$ cat src/rtl/scan_config_loader.sv
// scan_config_loader: streams host config words LSB-first onto a fabric scan chain (CE/SIN).
// Define CFG_READBACK_EN to also capture CFG_SOUT into host-width words on RB_DATA/RB_VALID.
module scan_config_loader #(
  parameter int CHAIN_LEN = 512,
  parameter int DATA_W    = 8,
  parameter int CNT_W     = 16
) (
  input  logic              CLK,
  input  logic              RST_N,
  input  logic              START,
  input  logic [DATA_W-1:0] IN_DATA,
  input  logic              IN_VALID,
  output logic              IN_READY,
  output logic              CFG_CE,
  output logic              CFG_SIN,
  input  logic              CFG_SOUT,
  output logic              BUSY,
  output logic              DONE
`ifdef CFG_READBACK_EN
  ,
  output logic [DATA_W-1:0] RB_DATA,
  output logic              RB_VALID
`endif
);

  localparam int SH_W = $clog2(DATA_W + 1);
  localparam logic [CNT_W-1:0] WORDS      = CNT_W'((CHAIN_LEN + DATA_W - 1) / DATA_W);
  localparam logic [CNT_W-1:0] CHAIN_BITS = CNT_W'(CHAIN_LEN);

  localparam logic [1:0] S_IDLE   = 2'd0;
  localparam logic [1:0] S_FILL   = 2'd1;
  localparam logic [1:0] S_SHIFT  = 2'd2;
  localparam logic [1:0] S_FINISH = 2'd3;

  logic [1:0]        state_q, state_d;
  logic [DATA_W-1:0] shift_q, shift_d;
  logic [SH_W-1:0]   sh_cnt_q, sh_cnt_d;
  logic [DATA_W-1:0] hold_q, hold_d;
  logic              hold_full_q, hold_full_d;
  logic [CNT_W-1:0]  acc_q, acc_d;
  logic [CNT_W-1:0]  bits_q, bits_d;
  logic              ce_q, ce_d;
  logic              sin_q, sin_d;
  logic              busy;
  logic              in_ready;
  logic              accept;

  assign busy     = (state_q != S_IDLE);
  assign in_ready = busy & ~hold_full_q & (acc_q < WORDS);
  assign accept   = IN_VALID & in_ready;

  assign IN_READY = in_ready;
  assign CFG_CE   = ce_q;
  assign CFG_SIN  = sin_q;
  assign BUSY     = busy;
  assign DONE     = (state_q == S_FINISH);

  // Bit source priority: shift register, then holding register, then the word arriving now.
  always_comb begin
    state_d     = state_q;
    shift_d     = shift_q;
    sh_cnt_d    = sh_cnt_q;
    hold_d      = hold_q;
    hold_full_d = hold_full_q;
    acc_d       = acc_q;
    bits_d      = bits_q;
    ce_d        = 1'b0;
    sin_d       = sin_q;

    case (state_q)
      S_IDLE: begin
        if (START) begin
          state_d     = S_FILL;
          acc_d       = '0;
          bits_d      = '0;
          sh_cnt_d    = '0;
          hold_full_d = 1'b0;
        end
      end

      S_FILL, S_SHIFT: begin
        if (accept) begin
          acc_d = acc_q + 1'b1;
        end
        if (bits_q < CHAIN_BITS) begin
          if (sh_cnt_q != '0) begin
            ce_d     = 1'b1;
            sin_d    = shift_q[0];
            shift_d  = shift_q >> 1;
            sh_cnt_d = sh_cnt_q - 1'b1;
            if (accept) begin
              hold_d      = IN_DATA;
              hold_full_d = 1'b1;
            end
          end else if (hold_full_q) begin
            ce_d        = 1'b1;
            sin_d       = hold_q[0];
            shift_d     = hold_q >> 1;
            sh_cnt_d    = SH_W'(DATA_W - 1);
            hold_full_d = 1'b0;
          end else if (accept) begin
            ce_d     = 1'b1;
            sin_d    = IN_DATA[0];
            shift_d  = IN_DATA >> 1;
            sh_cnt_d = SH_W'(DATA_W - 1);
          end
          if (ce_d) begin
            bits_d = bits_q + 1'b1;
          end
          if ((state_q == S_FILL) && accept) begin
            state_d = S_SHIFT;
          end
        end else begin
          state_d = S_FINISH;
        end
      end

      default: begin
        // Leftover upper bits of a partial last word are dropped here.
        state_d     = S_IDLE;
        sh_cnt_d    = '0;
        hold_full_d = 1'b0;
      end
    endcase
  end

  always_ff @(posedge CLK or negedge RST_N) begin
    if (!RST_N) begin
      state_q     <= S_IDLE;
      shift_q     <= '0;
      sh_cnt_q    <= '0;
      hold_q      <= '0;
      hold_full_q <= 1'b0;
      acc_q       <= '0;
      bits_q      <= '0;
      ce_q        <= 1'b0;
      sin_q       <= 1'b0;
    end else begin
      state_q     <= state_d;
      shift_q     <= shift_d;
      sh_cnt_q    <= sh_cnt_d;
      hold_q      <= hold_d;
      hold_full_q <= hold_full_d;
      acc_q       <= acc_d;
      bits_q      <= bits_d;
      ce_q        <= ce_d;
      sin_q       <= sin_d;
    end
  end

`ifdef CFG_READBACK_EN
  logic [DATA_W-1:0] rb_word_q, rb_word_d;
  logic [DATA_W-1:0] rb_data_q, rb_data_d;
  logic [DATA_W-1:0] rb_next;
  logic [SH_W-1:0]   rb_cnt_q, rb_cnt_d;
  logic              rb_valid_q, rb_valid_d;

  // SOUT is sampled while CE is high, i.e. before the edge that shifts it away.
  always_comb begin
    rb_word_d  = rb_word_q;
    rb_data_d  = rb_data_q;
    rb_cnt_d   = rb_cnt_q;
    rb_valid_d = 1'b0;
    rb_next    = rb_word_q | (DATA_W'(CFG_SOUT) << rb_cnt_q);
    if ((state_q == S_IDLE) && START) begin
      rb_word_d = '0;
      rb_cnt_d  = '0;
    end else if (ce_q) begin
      if ((rb_cnt_q == SH_W'(DATA_W - 1)) || (bits_q == CHAIN_BITS)) begin
        rb_data_d  = rb_next;
        rb_valid_d = 1'b1;
        rb_word_d  = '0;
        rb_cnt_d   = '0;
      end else begin
        rb_word_d = rb_next;
        rb_cnt_d  = rb_cnt_q + 1'b1;
      end
    end
  end

  always_ff @(posedge CLK or negedge RST_N) begin
    if (!RST_N) begin
      rb_word_q  <= '0;
      rb_data_q  <= '0;
      rb_cnt_q   <= '0;
      rb_valid_q <= 1'b0;
    end else begin
      rb_word_q  <= rb_word_d;
      rb_data_q  <= rb_data_d;
      rb_cnt_q   <= rb_cnt_d;
      rb_valid_q <= rb_valid_d;
    end
  end

  assign RB_DATA  = rb_data_q;
  assign RB_VALID = rb_valid_q;
`else
  logic unused_sout;
  assign unused_sout = CFG_SOUT;
`endif

endmodule
$ cat config.mk
export PLATFORM = sky130hd
export DESIGN_NAME = scan_config_loader
export DESIGN_NICKNAME = d
export VERILOG_FILES = /design/src/rtl/scan_config_loader.sv
export SDC_FILE = /design/constraint.sdc
export NUM_CORES = 1
export LEC_CHECK = 0
export ABC_AREA = 1
export BUFFER_PORTS_ARGS = -buffer_cell sky130_fd_sc_hd__buf_2
export CORE_UTILIZATION = 68
export CTS_BUF_LIST = sky130_fd_sc_hd__clkbuf_2
export CTS_CLUSTER_DIAMETER = 100
export CTS_CLUSTER_SIZE = 40
export DETAILED_ROUTE_END_ITERATION = 8
export PLACE_DENSITY = 0.88
export SLEW_MARGIN = 20
export SYNTH_ARGS = -nofsm -noshare
export SYNTH_HDL_FRONTEND = slang
export SYNTH_SLANG_ARGS = --single-unit
$ cat constraint.sdc
create_clock -name CLK -period 4.2 [get_ports CLK]
set_input_delay 0.42 -clock CLK [delete_from_list [all_inputs] [get_ports CLK]]
set_output_delay 0.42 -clock CLK [all_outputs]
set_load 0.01 [all_outputs]
==> impl_results.md <==
- Slew HR: 54.7%
- Post-Synthesis Cells: 364
- Top cell type by total area after synthesis: dfrtp_1
- CP endpoint kind: flop
- Sequential fraction of the synthesis area: 45.8%
- Worst Path Required: 4570 ps
- TritonCTS Buffers: 5
- Iter 0 DRT Violations: 82
- Top Usage Layer GRT: met2
- Crit path time final: 2510 ps
- Clock Path Buffers: 2
- Residual DRC: 0
- Total power: 2.15 mW
- CP Class: reg -> reg
- Critical path peak fanout: 17
- Synth warn: 0
- Routed len/inst: 11.8 um
- Startpoint types: flop
- Status: finished, final reports clean
- Arr. time, crit path: 2880 ps
- Die W: 69.1 um
- Layout cells sized above 1: 16.9%
- H-tree levels: 2
- Area contributors post-synth: dfrtp_1 (46%), nand2_1 (13%), o21ai_2 (6.0%)
- Synthesized area: 3060 um2
- Clock latency on the worst-skew pair: 450 ps
- Slew @ Worst Pin: 679 ps
- Die Height: 69.1 um
- Cts hold-fix bufs: 0
- Core footprint: 4320 um2
- Final WL: 5070 um
- Number of global-route vias before repair: 2143
- Vias per inst: 5.28
- N_diodes: 0
- CTS tree: yes
- Setup violators final: 0
- Grt ovf: 0
- Final core occ: 73.7%
- Max Cap Viol: 0
- I/O Buffers: 16
- Worst min path class: in -> async
- Yosys reg bits: 56
- Clock skew: 10.2 ps
- Final #Nets: 396
- Final Hold Viols: 0
- Worst R2R Path Depth: 8
- Initial antenna violation count: 0
- Final Max Slew Viols: 0
- All-layer global routing usage: 23.7%
- # rows: 24
- DP Area: 3120 um2
- Peak VDD IR: 0.432 mV
- Final instance area: 3190 um2
- Pleak: 1.66 nW
- Final GP Congestion: 0.793
- Final setup slack of the worst path: 1690 ps
- Routed via count: 2271
- Die ar.: 4770 um2
- First-pass GRT wire length: 9150 um
- GR Util met1: 29.7%
- Synth unique cells: 29
- Tcrit/Tclk final: 59.8%
- Hold Slack: 40.3 ps
- Final antenna-violating net count: 0
- Non-Filler Instances: 430
- Power per cell area: 675 nW/um2
- Layout area overhead: 4.21%
- Area fraction of the dominant cell type after synthesis: 45.8%
- Syn_nets: 383
- Met2 usage: 41.6%
- F_max: 398 MHz
- Clk slew on worst S/H paths: 250 ps
- Post-CTS Resized: 0
- I/O pin total: 18
- Cell count after placement: 422
- TNS Setup: 0 ps
- Dpl hpwl: 3660 um
- Pre-antenna DRT Iters: 4
- Clock sinks: 56
- Dpl ws: 1720 ps
- RSZ-0062 raised after global routing: false
- Largest net degree at the start of global routing: 57
- Mapped Avg Cell Area: 8.40 um2
- Initial core utilization: 70.7%
- GRT met3 Usage: 4.39%
- Root buffer cell: clkbuf_2
- Post CTS Setup Buffer Count: 0
==> critical path, cell delays in order, from the launching register on <==
cell and delay, ps:
dfrtp_1 460, inv_1 60, ha_1 550, inv_1 430, nor2_1 180, nor2_4 340
nand3_4 240, nand2_1 130, nand2_1 60
==> synth_stat cells, drive strengths merged <==
| library cell | instances |
|---|---|
| xor2 | 5 |
| nand3 | 18 |
| o211ai | 1 |
| buf | 9 |
| a31o | 1 |
| o21bai | 4 |
| clkbuf | 3 |
| or2 | 1 |
| clkinv | 1 |
| ha | 6 |
| inv | 47 |
| dfrtp | 56 |
| xnor2 | 2 |
| nor3 | 2 |
| nor2 | 46 |
| a21oi | 1 |
| nand4 | 13 |
| nand2 | 109 |
| mux2i | 7 |
| o21ai | 32 |
==> where the power goes <==
part	switching (mW)	total, mW	internal, mW
registers	0.108	0.776	0.668
clock network	0.163	0.265	0.102
logic	0.749	1.11	0.363
total	1.02	2.15	1.13
==> cells in the final DEF (no fill, tap or decap), types with 2 or more instances in the layout <==
master | synthesis | layout
nand2_1 | 107 | 107
dfrtp_1 | 56 | 56
inv_1 | 45 | 45
nor2_1 | 41 | 41
o21ai_2 | 21 | 21
buf_2 | 2 | 16
nand4_1 | 13 | 13
nand3_1 | 12 | 12
o21ai_0 | 11 | 11
mux2i_1 | 7 | 7
ha_1 | 6 | 6
clkbuf_2 | 0 | 6
nor2_4 | 5 | 5
nand3_4 | 5 | 5
xor2_1 | 5 | 5
o21bai_1 | 4 | 4
xnor2_1 | 2 | 2
inv_2 | 2 | 2
nor3_1 | 2 | 2
buf_4 | 1 | 2
==> layout make-up <==
cell class,count,area (um2)
Tap cell,52,65.1
Timing Repair Buffer,18,95.1
Multi-Input combinational cell,248,1380
Clock buffer,6,30.0
Fill cell,342,1140
Clock inverter,2,35.0
Sequential cell,56,1400
Inverter,48,180
==> state kept, by name (all words and copies together) (netlist names) <==
register     flops
CFG_CE           1
CFG_SIN          1
acc_q           16
bits_q          16
hold_full_q      1
hold_q           8
sh_cnt_q         4
shift_q          7
state_q          2
==> per-layer routing <==
metal  wire length, um  vias up
met2              2520       24
met3               113        8
li1                  -     1172
met1              2360     1067
met4                72        0
met5                 0        -
==> final timing paths <==
| kind | start | endpoint | slack (ps) |
|---|---|---|---|
| setup / recovery | state_q[0] | bits_q[2] | 1690 |
| hold / removal | RST_N | bits_q[4] | 40 |
| setup reg to reg | state_q[0] | bits_q[2] | 1690 |
| hold reg to reg | bits_q[14] | bits_q[14] | 510 |
| max in group asynchronous | RST_N | bits_q[1] | 3710 |
| min in group CLK | IN_DATA[4] | hold_q[4] | 190 |
==> cells by family after synthesis <==
family / Yosys count / synth area share (%)
muxes: 7 / 2.29
and+or+nand+nor: 189 / 28.9
DFF: 56 / 45.8
AOI/OAI and AO/OA: 39 / 9.49
xor gates and xnor gates: 7 / 2.00
buffers and inverters: 60 / 9.04
adders and majority gates: 6 / 2.45
Note: power is estimated with default switching activity, not from simulation.
